<file path="src/rtl/ppe_tx_rcvr_if.sv">
// Framed valid/ready beat stream shared by the tx input and the FIFO output of ppe_tx_rcvr.
// With PPE_TX_RCVR_PARITY_EN defined, `par` carries even parity (tx side) or the stored parity-error flag (out side).
interface ppe_tx_rcvr_if #(
    parameter int DATA_W = 32
);
    logic              valid;
    logic              ready;
    logic [DATA_W-1:0] data;
    logic              sop;
    logic              eop;
`ifdef PPE_TX_RCVR_PARITY_EN
    logic              par;

    modport master (output valid, data, sop, eop, par, input ready);
    modport slave  (input valid, data, sop, eop, par, output ready);
`else
    modport master (output valid, data, sop, eop, input ready);
    modport slave  (input valid, data, sop, eop, output ready);
`endif
endinterface

</file>
<file path="src/rtl/ppe_tx_rcvr.sv">
// PPE tx receiver: framing/length checks, FWFT beat FIFO, packet and error counters.
// Optional per-beat parity checking is enabled by defining PPE_TX_RCVR_PARITY_EN.
module ppe_tx_rcvr #(
    parameter int DATA_W  = 32,
    parameter int DEPTH   = 16,
    parameter int MAX_LEN = 64
) (
    input  logic          clk,
    input  logic          rst,
    ppe_tx_rcvr_if.slave  tx,
    ppe_tx_rcvr_if.master out,
    output logic [15:0]   pkt_cnt,
    output logic [15:0]   err_cnt
);
    localparam int AW = $clog2(DEPTH);
    localparam int OW = AW + 1;

    typedef enum logic [1:0] {IDLE, PKT, DROP} state_t;

    state_t            state;
    logic [15:0]       bcnt;
    logic [15:0]       bcnt_inc;
    logic              at_max;

    logic [AW-1:0]     wptr;
    logic [AW-1:0]     rptr;
    logic [OW-1:0]     occ;
    logic              full;
    logic              nonempty;

    logic [DATA_W-1:0] mem_d [DEPTH];
    logic [DEPTH-1:0]  mem_s;
    logic [DEPTH-1:0]  mem_e;

    logic              acc;
    logic              pop;
    logic              wr;
    logic              wsop;
    logic              weop;
    logic              ferr;
    logic              err_inc;

    assign full     = (occ == OW'(DEPTH));
    assign nonempty = (occ != '0);
    assign tx.ready = (state == DROP) | ~full;
    assign acc      = tx.valid & tx.ready;
    assign pop      = nonempty & out.ready;

    // Length of the packet including the beat being offered now.
    assign bcnt_inc = (state == IDLE) ? 16'd1 : bcnt + 16'd1;
    assign at_max   = (bcnt_inc == 16'(MAX_LEN));

    always_comb begin
        wr   = 1'b0;
        wsop = 1'b0;
        weop = 1'b0;
        ferr = 1'b0;
        if (acc) begin
            case (state)
                IDLE: begin
                    if (tx.sop) begin
                        wr   = 1'b1;
                        wsop = 1'b1;
                        weop = tx.eop | at_max;
                        ferr = ~tx.eop & at_max;
                    end else begin
                        ferr = 1'b1;
                    end
                end
                PKT: begin
                    wr   = 1'b1;
                    weop = tx.eop | at_max;
                    ferr = tx.sop | (~tx.eop & at_max);
                end
                default: ;
            endcase
        end
    end

`ifdef PPE_TX_RCVR_PARITY_EN
    logic             wperr;
    logic [DEPTH-1:0] mem_p;

    // Discarded beats never reach the check because wr is already gated.
    assign wperr   = wr & (^{tx.data, tx.par});
    assign err_inc = ferr | wperr;
    assign out.par = nonempty & mem_p[rptr];

    always_ff @(posedge clk) begin
        if (wr) mem_p[wptr] <= wperr;
    end
`else
    assign err_inc = ferr;
`endif

    always_ff @(posedge clk) begin
        if (rst) begin
            state <= IDLE;
            bcnt  <= '0;
        end else if (acc) begin
            case (state)
                IDLE: begin
                    bcnt <= bcnt_inc;
                    if (tx.sop && !tx.eop) state <= at_max ? DROP : PKT;
                end
                PKT: begin
                    bcnt <= bcnt_inc;
                    if (tx.eop)      state <= IDLE;
                    else if (at_max) state <= DROP;
                end
                DROP:    if (tx.eop) state <= IDLE;
                default: state <= IDLE;
            endcase
        end
    end

    always_ff @(posedge clk) begin
        if (rst) begin
            wptr <= '0;
            rptr <= '0;
            occ  <= '0;
        end else begin
            if (wr)  wptr <= wptr + AW'(1);
            if (pop) rptr <= rptr + AW'(1);
            occ <= occ + OW'(wr) - OW'(pop);
        end
    end

    always_ff @(posedge clk) begin
        if (wr) begin
            mem_d[wptr] <= tx.data;
            mem_s[wptr] <= wsop;
            mem_e[wptr] <= weop;
        end
    end

    // Head fields read as zero while empty so reset shows clean outputs.
    assign out.valid = nonempty;
    assign out.data  = nonempty ? mem_d[rptr] : '0;
    assign out.sop   = nonempty & mem_s[rptr];
    assign out.eop   = nonempty & mem_e[rptr];

    always_ff @(posedge clk) begin
        if (rst) begin
            pkt_cnt <= '0;
            err_cnt <= '0;
        end else begin
            if (wr && weop)                     pkt_cnt <= pkt_cnt + 16'd1;
            if (err_inc && err_cnt != 16'hFFFF) err_cnt <= err_cnt + 16'd1;
        end
    end
endmodule

</file>
<file path="src/flat_wrapper.sv">
// flat-port wrapper written by rule: the top's interface ports become plain ports
module ppe_tx_rcvr_flat 
#(
    parameter int DATA_W  = 32,
    parameter int DEPTH   = 16,
    parameter int MAX_LEN = 64
)
  (clk, rst, pkt_cnt, err_cnt, tx_valid, tx_data, tx_sop, tx_eop, tx_ready, out_valid, out_data, out_sop, out_eop, out_ready);
  ppe_tx_rcvr_if #(.DATA_W(DATA_W)) tx_i ();
  ppe_tx_rcvr_if #(.DATA_W(DATA_W)) out_i ();
  input  logic clk;
  input  logic rst;
  output logic [15:0] pkt_cnt;
  output logic [15:0] err_cnt;
  input wire logic [$bits(tx_i.valid)-1:0] tx_valid;
  input wire logic [$bits(tx_i.data)-1:0] tx_data;
  input wire logic [$bits(tx_i.sop)-1:0] tx_sop;
  input wire logic [$bits(tx_i.eop)-1:0] tx_eop;
  output wire logic [$bits(tx_i.ready)-1:0] tx_ready;
  output wire logic [$bits(out_i.valid)-1:0] out_valid;
  output wire logic [$bits(out_i.data)-1:0] out_data;
  output wire logic [$bits(out_i.sop)-1:0] out_sop;
  output wire logic [$bits(out_i.eop)-1:0] out_eop;
  input wire logic [$bits(out_i.ready)-1:0] out_ready;
  assign tx_i.valid = tx_valid;
  assign tx_i.data = tx_data;
  assign tx_i.sop = tx_sop;
  assign tx_i.eop = tx_eop;
  assign tx_ready = tx_i.ready;
  assign out_valid = out_i.valid;
  assign out_data = out_i.data;
  assign out_sop = out_i.sop;
  assign out_eop = out_i.eop;
  assign out_i.ready = out_ready;
  ppe_tx_rcvr #(.DATA_W(DATA_W), .DEPTH(DEPTH), .MAX_LEN(MAX_LEN)) u_core (.clk(clk), .rst(rst), .tx(tx_i), .out(out_i), .pkt_cnt(pkt_cnt), .err_cnt(err_cnt));
endmodule
</file>
<file path="config.mk">
export PLATFORM = sky130hd
export DESIGN_NAME = ppe_tx_rcvr_flat
export DESIGN_NICKNAME = d
export VERILOG_FILES = /design/src/rtl/ppe_tx_rcvr_if.sv /design/src/rtl/ppe_tx_rcvr.sv /design/src/flat_wrapper.sv
export SDC_FILE = /design/constraint.sdc
export NUM_CORES = 1
export LEC_CHECK = 0
export ABC_AREA = 1
export CAP_MARGIN = 10
export CELL_PAD_IN_SITES_DETAIL_PLACEMENT = 1
export CELL_PAD_IN_SITES_GLOBAL_PLACEMENT = 1
export CORE_MARGIN = 2
export CORE_UTILIZATION = 35
export DETAILED_ROUTE_END_ITERATION = 12
export PLACE_DENSITY = 0.61
export SLEW_MARGIN = 30
export SYNTH_ARGS = -nofsm -noshare
export SYNTH_HDL_FRONTEND = slang
export SYNTH_SLANG_ARGS = --single-unit
</file>
<file path="constraint.sdc">
create_clock -name clk -period 8 [get_ports clk]
set_input_delay 2 -clock clk [delete_from_list [all_inputs] [get_ports clk]]
set_output_delay 2 -clock clk [all_outputs]
set_load 0.05 [all_outputs]
</file>
==> impl_metrics.py, run 1 <==
metrics = {
    "clock_tree": {
        "numClockSinks": 611,
        "clk_pin_slew_worst_paths_ns": 0.06,
        "cts.root.buffer_cell": "sky130_fd_sc_hd__clkbuf_16",
        "cts-hold-fix-buffers": 0,
        "cts_resized": 0,
        "clk-insertion-delay-late_ns": 0.62,
        "post_cts.repair.setup_buffers": 0,
        "clock_tree_buf_depth": 3,
        "clock_tree_from_tritoncts": "built",
        "cts_made_buffers": 68,
        "cts.htree.levels": 3,
    },
    "yosys": {
        "synth_most_common_cell": "sky130_fd_sc_hd__edfxtp_1",
        "synthFlopType": "sky130_fd_sc_hd__edfxtp_1",
        "ys_async_sr_fraction": 0,
        "yosys_register_bits": 611,
        "synthesis.instances": 2064,
        "synth_area_leader_cell": "sky130_fd_sc_hd__edfxtp_1",
        "yosys-top-cells-area": "sky130_fd_sc_hd__edfxtp_1, sky130_fd_sc_hd__o21ai_0, sky130_fd_sc_hd__nor2_1, sky130_fd_sc_hd__dfxtp_1, sky130_fd_sc_hd__o221ai_1",
        "synth.yosys.warnings": 0,
        "synth_area_per_cell_um2": 12.1,
        "synth_commonest_cells": "sky130_fd_sc_hd__edfxtp_1, sky130_fd_sc_hd__nor2_1, sky130_fd_sc_hd__o21ai_0, sky130_fd_sc_hd__nand2_1, sky130_fd_sc_hd__clkbuf_1",
        "synth-seq-area-share": 0.710,
        "synth_edf_count": 544,
        "synth_cell_type_count": 40,
        "syn_area_mm2": 0.0249,
        "synth_top_area_share": 0.656,
        "synth.net_count": 2117,
    },
    "worst_setup_path": {
        "critical_path.max_fanout": 52,
        "critPathKind": "reg -> out",
        "required_ns": 6.00,
        "timing.critical_path.to_type": "output port",
        "start_kind": "register",
        "cp_data_arrival_time_ns": 4.30,
    },
    "finish": {
        "finalNetCount": 2197,
        "area_growth_from_synthesis_to_layout_pct": 17.5,
        "final_core_util": 0.417,
        "stdcell_count": 3134,
        "fraction_of_final_layout_cells_with_drive_strength_greater_than_1": 0.0807,
    },
    "power_and_ir_drop": {
        "relative_contribution_of_combinational_cells_to_total_power": 0.246,
        "netSwitchingFraction": 0.333,
        "internal_power_w": 0.00592,
        "vdd.ir_drop.worst_v": 0.000179,
        "p_leak_nw": 9.35,
        "power_per_cell_area_mw_per_mm2": 303,
        "p_total_w": 0.00887,
        "pwr-share-clk": 0.342,
        "power.share.sequential": 0.413,
        "power.net_switching_w": 0.00295,
    },
    "timing": {
        "skew_ns": 0.0308,
        "clock.fmax_mhz": 159,
        "final.hold.worst_slack_ns": 0.505,
        "timing.final.crit_share": 0.788,
        "min_period_ns": 6.30,
        "worstMarginPinSlew_ns": 0.955,
        "report.final.setup_viol": 0,
        "report.final.hold_viol_count": 0,
        "pins_over_their_slew_limit": 0,
        "max-slew-margin-rel": 0.364,
        "finalSetupTns_ns": 0,
        "rsz_0062_raised_after_global_routing": "false",
    },
    "detailed_routing": {
        "wl_per_cell_um": 23.2,
        "route.detailed.drc": 0,
        "num_vias": 17100,
        "postRouteWirelength_um": 72600,
        "drt_first_iter_violations": 1271,
        "drtAntennaViolNets": 0,
        "drt_pass1_iterations": 5,
        "via_per_inst": 5.44,
    },
    "placed_design": {
        "hpwl_um": 40400,
        "placed_cells": 3010,
        "gp_congestion": 0.759,
        "port_buffers": 105,
    },
    "global_routing": {
        "pin_count_of_the_biggest_net_entering_global_routing": 203,
        "global_route.overflow_total": 0,
        "first_pass_grt_wire_length_um": 111000,
        "antenna_found_initial": 3,
        "grt_pass1_vias": 17800,
        "global_route.usage.total": 0.197,
    },
    "die": {
        "initial_core_util": 0.355,
        "die-width_um": 271,
        "coreArea_mm2": 0.0703,
        "die_height_um": 271,
        "dieArea_mm2": 0.0733,
        "std_cell_rows": 97,
        "io_pins": 106,
    },
    "min_path": {
        "hold_class": "reg -> reg",
    },
    "status": {
        "status": "complete, no violations",
    },
    "run": {
        "timing.max_cap.violations": 0,
    },
}
==> path summary, 6_finish.rpt <==
kind / startpoint / to / slack, ns / cells past startpoint
max: register / out_data[29] / 1.70 / 9
min: u_core.err_cnt[15] / u_core.err_cnt[15] / 0.50 / 2
max reg2reg: u_core.state[1] / u_core.mem_d[6][11] / 4.22 / 10
min reg2reg: u_core.err_cnt[15] / u_core.err_cnt[15] / 0.50 / 2
==> placed cells by master, fill, tap and decap left out, types with 69 or more instances in the layout <==
| cell | n |
|---|---|
| sky130_fd_sc_hd__nor2_1 | 354 |
| sky130_fd_sc_hd__clkbuf_16 | 69 |
| sky130_fd_sc_hd__a21oi_1 | 88 |
| sky130_fd_sc_hd__clkdlybuf4s50_1 | 105 |
| sky130_fd_sc_hd__nand2_1 | 121 |
| sky130_fd_sc_hd__nand3_1 | 90 |
| sky130_fd_sc_hd__o221ai_1 | 102 |
| sky130_fd_sc_hd__o21ai_0 | 317 |
| sky130_fd_sc_hd__edfxtp_1 | 544 |
| sky130_fd_sc_hd__inv_1 | 74 |
==> final cells by class <==
| class | count | area, um2 |
|---|---|---|
| antenna | 1 | 2.50 |
| clock buffer | 90 | 1830 |
| clock inverter | 29 | 310 |
| fill | 7318 | 41000 |
| inverter | 82 | 319 |
| multi-input combinational | 1240 | 6500 |
| sequential | 611 | 17700 |
| tap | 940 | 1180 |
| timing repair buffer | 141 | 1450 |
==> power by group through the flow <==
stage | Clock, W | Combinational (W) | Sequential [W]
after floorplan | 0 | 0.00143 | 0.00367
after global placement | 0 | 0.00215 | 0.00372
after detailed placement | 0 | 0.00218 | 0.00373
after CTS | 0.00310 | 0.00219 | 0.00366
after global routing | 0.00322 | 0.00236 | 0.00367
final | 0.00303 | 0.00218 | 0.00366
==> critical path: stages, from the launching register on <==
cell	delay (ns)
sky130_fd_sc_hd__dfxtp_4	0.48
sky130_fd_sc_hd__clkinv_2	0.58
sky130_fd_sc_hd__buf_4	0.58
sky130_fd_sc_hd__o21ai_0	0.21
sky130_fd_sc_hd__o22ai_1	0.16
sky130_fd_sc_hd__nor2_1	0.06
sky130_fd_sc_hd__nor2_1	0.09
sky130_fd_sc_hd__o21ai_0	0.09
sky130_fd_sc_hd__a21oi_1	0.49
sky130_fd_sc_hd__clkdlybuf4s50_1	0.93
==> routing by layer <==
metal / routed length [um] / global-route usage / vias up
li1: - / - / 7765
met1: 32900 / 0.272 / 8716
met2: 34700 / 0.321 / 457
met3: 3330 / 0.0306 / 113
met4: 1620 / 0.0574 / 4
met5: 27 / 0 / -
==> sequential cells by signal, indices dropped and copies added (netlist names), named ones only <==
signal / count
u_core.bcnt: 16
u_core.err_cnt: 16
u_core.mem_d: 512
u_core.mem_e: 16
u_core.mem_s: 16
u_core.occ: 5
u_core.pkt_cnt: 16
u_core.rptr: 4
u_core.state: 2
u_core.wptr: 4
==> cells by family (layout without fill, tap and decap cells) <==
logic type	Yosys count	count (layout)	synth area share
and+or+nand+nor	648	648	0.110
AOI/OAI and AO/OA	550	550	0.129
DFF	611	611	0.710
adders and majority gates	15	15	0.00783
other	0	1	0
buffers and inverters	213	342	0.0345
xor gates and xnor gates	27	27	0.00949
==> metrics by stage <==
| stage | worst slack [ns] | area [um2] |
|---|---|---|
| after CTS | 1.63 | 29200 |
| after global placement | 2.25 | 27000 |
| after global routing | 1.38 | 29300 |
| final | 1.70 | 29300 |
| after floorplan | 3.48 | 24900 |
| after detailed placement | 2.29 | 27000 |
Note: power is estimated with default switching activity, not from simulation.
==> inputs of run 2 (changes only) <==
==> constraint.sdc (replaced) <==
create_clock -name clk -period 6.5 [get_ports clk]
set_input_delay 1.625 -clock clk [delete_from_list [all_inputs] [get_ports clk]]
set_output_delay 1.625 -clock clk [all_outputs]
set_load 0.05 [all_outputs]
==> run 2 against run 1 <==
Effect of this change: via count about the same; die area did not move; flip-flop and latch count stayed put; power is 24% higher; sequential share of layout area is 0.19 points lower; critical endpoint is now out_data[23]; critical path type unchanged; highest routed layer unchanged.
==> impl_metrics.py, run 2 (synthesis results as in run 1) <==
metrics = {
    "timing": {
        "finalSetupTns_ns": 0,
        "worstMarginPinSlew_ns": 0.969,
        "final.setup.worst_slack_ns": 0.876,
        "report.final.setup_viol": 0,
        "rsz_0062_raised_after_global_routing": "false",
        "report.final.hold_viol_count": 0,
        "min_period_ns": 5.62,
        "timing.final.crit_share": 0.865,
        "skew_ns": 0.0114,
        "pins_over_their_slew_limit": 0,
        "clock.fmax_mhz": 178,
        "max-slew-margin-rel": 0.353,
    },
    "clock_tree": {
        "cts_resized": 0,
        "clock_tree_buf_depth": 3,
        "clk-insertion-delay-late_ns": 0.61,
        "cts.root.buffer_cell": "sky130_fd_sc_hd__clkbuf_16",
        "post_cts.repair.setup_buffers": 0,
        "clk_pin_slew_worst_paths_ns": 0.06,
        "numClockSinks": 611,
        "clock_tree_from_tritoncts": "built",
        "cts-hold-fix-buffers": 0,
        "cts_made_buffers": 69,
        "cts.htree.levels": 3,
    },
    "detailed_routing": {
        "drt_first_iter_violations": 1276,
        "via_per_inst": 5.43,
        "postRouteWirelength_um": 72200,
        "top_signal_layer_used": "met5",
        "wl_per_cell_um": 23.0,
        "routedLengthMet1_um": 32700,
        "num_vias": 17100,
        "route.detailed.drc": 0,
        "met3WireLength_um": 3610,
        "dr_wl_met2_um": 34500,
        "drtAntennaViolNets": 0,
        "drt_pass1_iterations": 5,
    },
    "power_and_ir_drop": {
        "power_per_cell_area_mw_per_mm2": 376,
        "netSwitchingFraction": 0.331,
        "vdd.ir_drop.worst_v": 0.000195,
        "internal_power_w": 0.00737,
        "p_leak_nw": 9.41,
        "pwr-share-clk": 0.348,
        "power.share.sequential": 0.408,
        "relative_contribution_of_combinational_cells_to_total_power": 0.245,
        "power.net_switching_w": 0.00365,
    },
    "placed_design": {
        "placed_area_mm2": 0.0272,
        "gp_congestion": 0.759,
        "port_buffers": 105,
        "hpwl_um": 40300,
        "post-place-ws_ns": 1.44,
    },
    "finish": {
        "most-common-layout-cells": "sky130_fd_sc_hd__edfxtp_1, sky130_fd_sc_hd__nor2_1, sky130_fd_sc_hd__o21ai_0",
        "post_layout_inst_area_mm2": 0.0294,
        "largest_register_ff_count": 512,
        "area_growth_from_synthesis_to_layout_pct": 17.8,
        "register_name_with_the_most_flops": "u_core.mem_d",
        "fraction_of_final_layout_cells_with_drive_strength_greater_than_1": 0.0839,
        "final_common_cell": "sky130_fd_sc_hd__edfxtp_1",
        "finalNetCount": 2204,
    },
    "global_routing": {
        "grt_pass1_vias": 17800,
        "pin_count_of_the_biggest_net_entering_global_routing": 99,
        "first_pass_grt_wire_length_um": 110000,
        "antenna_found_initial": 3,
        "global_route.usage.total": 0.196,
        "global_route.overflow_total": 0,
    },
    "status": {
        "status": "complete, no violations",
    },
    "worst_setup_path": {
        "start_kind": "register",
        "cpMaxStageDelayCell": "sky130_fd_sc_hd__dfxtp_4",
        "reg2reg_setup_slack_ns": 2.71,
        "critPathKind": "reg -> out",
        "timing.rr.start": "u_core.occ[2]",
        "crit_path_cell_trace": "buf_4 > o21ai_0 > o221ai_1 > nand3_1 > a21oi_1 > clkdlybuf4s50_1",
        "required_ns": 4.88,
        "crit_path_max_incr_delay_ns": 0.91,
        "crit-reg2reg-capture": "u_core.occ[4]",
        "timing.critical_path.to_type": "output port",
        "r2r.worst_path.cells": 18,
        "critical_path.max_fanout": 77,
        "cp_data_arrival_time_ns": 4.00,
    },
    "die": {
        "die-width_um": 271,
        "initial_core_util": 0.355,
        "std_cell_rows": 97,
        "coreArea_mm2": 0.0703,
        "dieArea_mm2": 0.0733,
        "die_height_um": 271,
        "io_pins": 106,
    },
    "min_path": {
        "hold_class": "reg -> reg",
        "worstHoldStart": "u_core.pkt_cnt[6]",
        "worstHoldPathCells": 2,
        "whs_endpoint": "u_core.pkt_cnt[6]",
    },
    "run": {
        "timing.max_cap.violations": 0,
    },
}
[run 2: changes by cell type in the layout (fill, tap and decap cells not counted), moves of 2 or more]
cell / previous run / this run
sky130_fd_sc_hd__inv_6: 2 / 7
sky130_fd_sc_hd__clkinv_8: 3 / 1
sky130_fd_sc_hd__buf_12: 2 / 4
sky130_fd_sc_hd__bufinv_16: 4 / 6
sky130_fd_sc_hd__clkinv_2: 10 / 7
sky130_fd_sc_hd__buf_16: 4 / 2
sky130_fd_sc_hd__clkinv_1: 10 / 17
sky130_fd_sc_hd__clkbuf_1: 19 / 15
sky130_fd_sc_hd__buf_4: 27 / 33
[run 2: final cells by class]
cell class,instances,area [um2]
diodes,1,2.50
repair buffers,147,1470
fillers,7309,40900
well taps,940,1180
clock inverters,39,400
flip-flops and latches,611,17700
inverters,82,322
multi-input cells,1240,6500
clock buffers,85,1800
[run 2: how the worst max path moves through the flow]
stage	from	endpoint	slack [ns]
finish	register	out_data[23]	0.88
global route	register	out_data[23]	0.67
CTS	register	out_data[23]	0.78
detailed placement	register	out_data[23]	1.44
global placement	register	out_data[23]	1.49
floorplan	tx_valid	u_core.mem_d[11][0]	2.36
[run 2: critical path: cells and delay by family, from the launching register on]
kind	cells	cell delay (ns)
compound gates	3	0.83
buf+inv	2	1.49
flops	1	0.91
simple gates	1	0.13
[run 2: metrics by stage]
step / total power, W / hold slack, ns / instances / utilization
after global routing: 0.0115 / 0.532 / 3144 / 0.418
after floorplan: 0.00627 / 0.475 / 2064 / -
after global placement: 0.00722 / 0.476 / 3017 / 0.385
after CTS: 0.0111 / 0.502 / 3144 / 0.418
after detailed placement: 0.00729 / 0.489 / 3020 / 0.386
final: 0.0110 / 0.497 / 3145 / 0.418
[run 2: power groups by stage]
stage,sequential (W),combinational [W],clock (W)
global placement,0.00457,0.00266,0
finish,0.00449,0.00270,0.00383
global route,0.00451,0.00292,0.00406
CTS,0.00449,0.00272,0.00392
floorplan,0.00452,0.00176,0
detailed placement,0.00458,0.00271,0
[run 2: routing by layer]
layer	vias to the layer above	global-route usage
met5	-	0
met2	360	0.324
met3	109	0.0343
li1	7802	-
met1	8787	0.265
met4	6	0.0535
==> inputs of run 3 (changes only) <==
--- a/config.mk
+++ b/config.mk
@@ -7,12 +7,11 @@
 export LEC_CHECK = 0
 export ABC_AREA = 1
 export CAP_MARGIN = 10
-export CELL_PAD_IN_SITES_DETAIL_PLACEMENT = 1
-export CELL_PAD_IN_SITES_GLOBAL_PLACEMENT = 1
 export CORE_MARGIN = 2
 export CORE_UTILIZATION = 35
 export DETAILED_ROUTE_END_ITERATION = 12
-export PLACE_DENSITY = 0.61
+export PLACE_DENSITY = 0.53
+export REMOVE_ABC_BUFFERS = 1
 export SLEW_MARGIN = 30
 export SYNTH_ARGS = -nofsm -noshare
 export SYNTH_HDL_FRONTEND = slang
==> run 3 against run 2 <==
Effect of this change: count of clock-buffer cells in the layout is 7 higher; setup slack better by 0.072 ns; utilization is 0.053 points lower; cell area is 0.13% lower; combinational power is 2% lower; flip-flop and latch count stayed put; non-clock buffer count is 1 higher; die area stayed put; sequential share of layout area is 0.077 points higher; clock skew is 0.0065 ns higher; wire length is 8.0% lower; cell count is 0.25% lower; critical endpoint is now out_data[28]; largest power group unchanged.
==> impl_metrics.py, run 3 (synthesis results as in run 1) <==
metrics = {
    "finish": {
        "stdcell_count": 3137,
        "most-common-layout-cells": "sky130_fd_sc_hd__edfxtp_1, sky130_fd_sc_hd__nor2_1, sky130_fd_sc_hd__o21ai_0",
        "finalNetCount": 2203,
        "register_name_with_the_most_flops": "u_core.mem_d",
        "antenna_cells_inserted": 0,
        "area_growth_from_synthesis_to_layout_pct": 17.7,
        "fraction_of_final_layout_cells_with_drive_strength_greater_than_1": 0.0851,
        "largest_register_ff_count": 512,
        "final_common_cell": "sky130_fd_sc_hd__edfxtp_1",
    },
    "clock_tree": {
        "clock_tree_from_tritoncts": "built",
        "clk-insertion-delay-late_ns": 0.60,
        "numClockSinks": 611,
        "clk_pin_slew_worst_paths_ns": 0.06,
        "cts.htree.levels": 3,
        "post_cts.repair.setup_buffers": 0,
        "cts_made_buffers": 67,
        "cts-hold-fix-buffers": 0,
        "clock_tree_buf_depth": 3,
        "cts_resized": 0,
        "cts.root.buffer_cell": "sky130_fd_sc_hd__clkbuf_16",
    },
    "detailed_routing": {
        "num_vias": 16800,
        "drt_first_iter_violations": 1353,
        "postRouteWirelength_um": 66400,
        "drt_pass1_iterations": 5,
        "wl_per_cell_um": 21.2,
        "drtAntennaViolNets": 0,
        "route.detailed.drc": 0,
        "via_per_inst": 5.35,
    },
    "status": {
        "status": "complete, no violations",
    },
    "timing": {
        "report.final.hold_viol_count": 0,
        "worstMarginPinSlew_ns": 1.05,
        "finalSetupTns_ns": 0,
        "report.final.setup_viol": 0,
        "max-slew-margin-rel": 0.300,
        "timing.final.crit_share": 0.854,
        "pins_over_their_slew_limit": 0,
        "skew_ns": 0.0178,
        "final.hold.worst_slack_ns": 0.497,
        "clock.fmax_mhz": 180,
        "rsz_0062_raised_after_global_routing": "false",
        "min_period_ns": 5.55,
        "final.setup.worst_slack_ns": 0.949,
    },
    "worst_setup_path": {
        "start_kind": "register",
        "cp_data_arrival_time_ns": 3.93,
        "timing.critical_path.to_type": "output port",
        "critPathKind": "reg -> out",
        "critical_path.max_fanout": 59,
        "crit-reg2reg-capture": "u_core.mem_d[9][13]",
        "r2r.worst_path.cells": 10,
        "timing.rr.start": "u_core.state[1]",
        "required_ns": 4.88,
        "reg2reg_setup_slack_ns": 2.75,
    },
    "global_routing": {
        "pin_count_of_the_biggest_net_entering_global_routing": 188,
        "first_pass_grt_wire_length_um": 101000,
        "grt_pass1_vias": 16300,
        "global_route.usage.total": 0.178,
        "antenna_found_initial": 4,
        "global_route.overflow_total": 0,
    },
    "min_path": {
        "whs_endpoint": "u_core.pkt_cnt[15]",
        "hold_class": "reg -> reg",
        "worstHoldPathCells": 2,
        "worstHoldStart": "u_core.pkt_cnt[15]",
    },
    "die": {
        "dieArea_mm2": 0.0733,
        "coreArea_mm2": 0.0703,
        "io_pins": 106,
        "std_cell_rows": 97,
        "initial_core_util": 0.355,
        "die-width_um": 271,
        "die_height_um": 271,
    },
    "power_and_ir_drop": {
        "vdd.ir_drop.worst_v": 0.000221,
        "p_leak_nw": 9.40,
        "power_per_cell_area_mw_per_mm2": 369,
    },
    "placed_design": {
        "port_buffers": 105,
        "placed_cells": 3021,
        "gp_congestion": 0.825,
        "hpwl_um": 37800,
        "post-place-ws_ns": 1.48,
    },
    "run": {
        "timing.max_cap.violations": 0,
    },
}
[run 3: worst max-delay path, stage by stage, from the launching register on]
cell and delay [ns]:
sky130_fd_sc_hd__dfxtp_4 0.57, sky130_fd_sc_hd__clkinv_2 0.82, sky130_fd_sc_hd__buf_12 0.53, sky130_fd_sc_hd__o21ai_0 0.11
sky130_fd_sc_hd__o22ai_1 0.09, sky130_fd_sc_hd__nor2_1 0.12, sky130_fd_sc_hd__nor2_1 0.05, sky130_fd_sc_hd__o21ai_0 0.15
sky130_fd_sc_hd__a21oi_1 0.12, sky130_fd_sc_hd__clkdlybuf4s50_1 0.74
[run 3: through the flow]
stage                     power, W  area [um2]  utilization
after global placement     0.00720       27000        0.385
after floorplan            0.00623       24400            -
after detailed placement   0.00723       27200        0.387
after CTS                   0.0109       29300        0.417
final                       0.0108       29300        0.417
after global routing        0.0113       29300        0.417
[run 3: worst max-delay path by stage]
stage / start / to / slack [ns] / depth (start not counted)
3_5_place_dp: register / out_data[21] / 1.48 / 6
3_3_place_gp: register / out_data[28] / 1.38 / 9
2_1_floorplan: register / out_data[13] / -5.30 / 7
6_report: register / out_data[28] / 0.95 / 9
4_1_cts: register / out_data[21] / 0.81 / 6
5_1_grt: register / out_data[21] / 0.69 / 6
[run 3: where the power goes]
group          total, W  internal, W  switching [W]
combinational   0.00265     0.000756        0.00189
clock           0.00368      0.00217        0.00151
sequential      0.00448      0.00438      0.0000949
total            0.0108      0.00731        0.00350
[run 3: area by class of cell]
class                   instances  area, um2
fillers                      6478      41000
repair buffers                148       1540
multi-input cells            1240       6500
clock buffers                  92       1870
well taps                     940       1180
inverters                      82        319
flip-flops and latches        611      17700
clock inverters                24        224
[run 3: layer usage]
metal	track usage	part of all wire
met4	0.0499	0.019
met2	0.287	0.47
met3	0.0276	0.066
met5	0	0.00041
met1	0.251	0.45
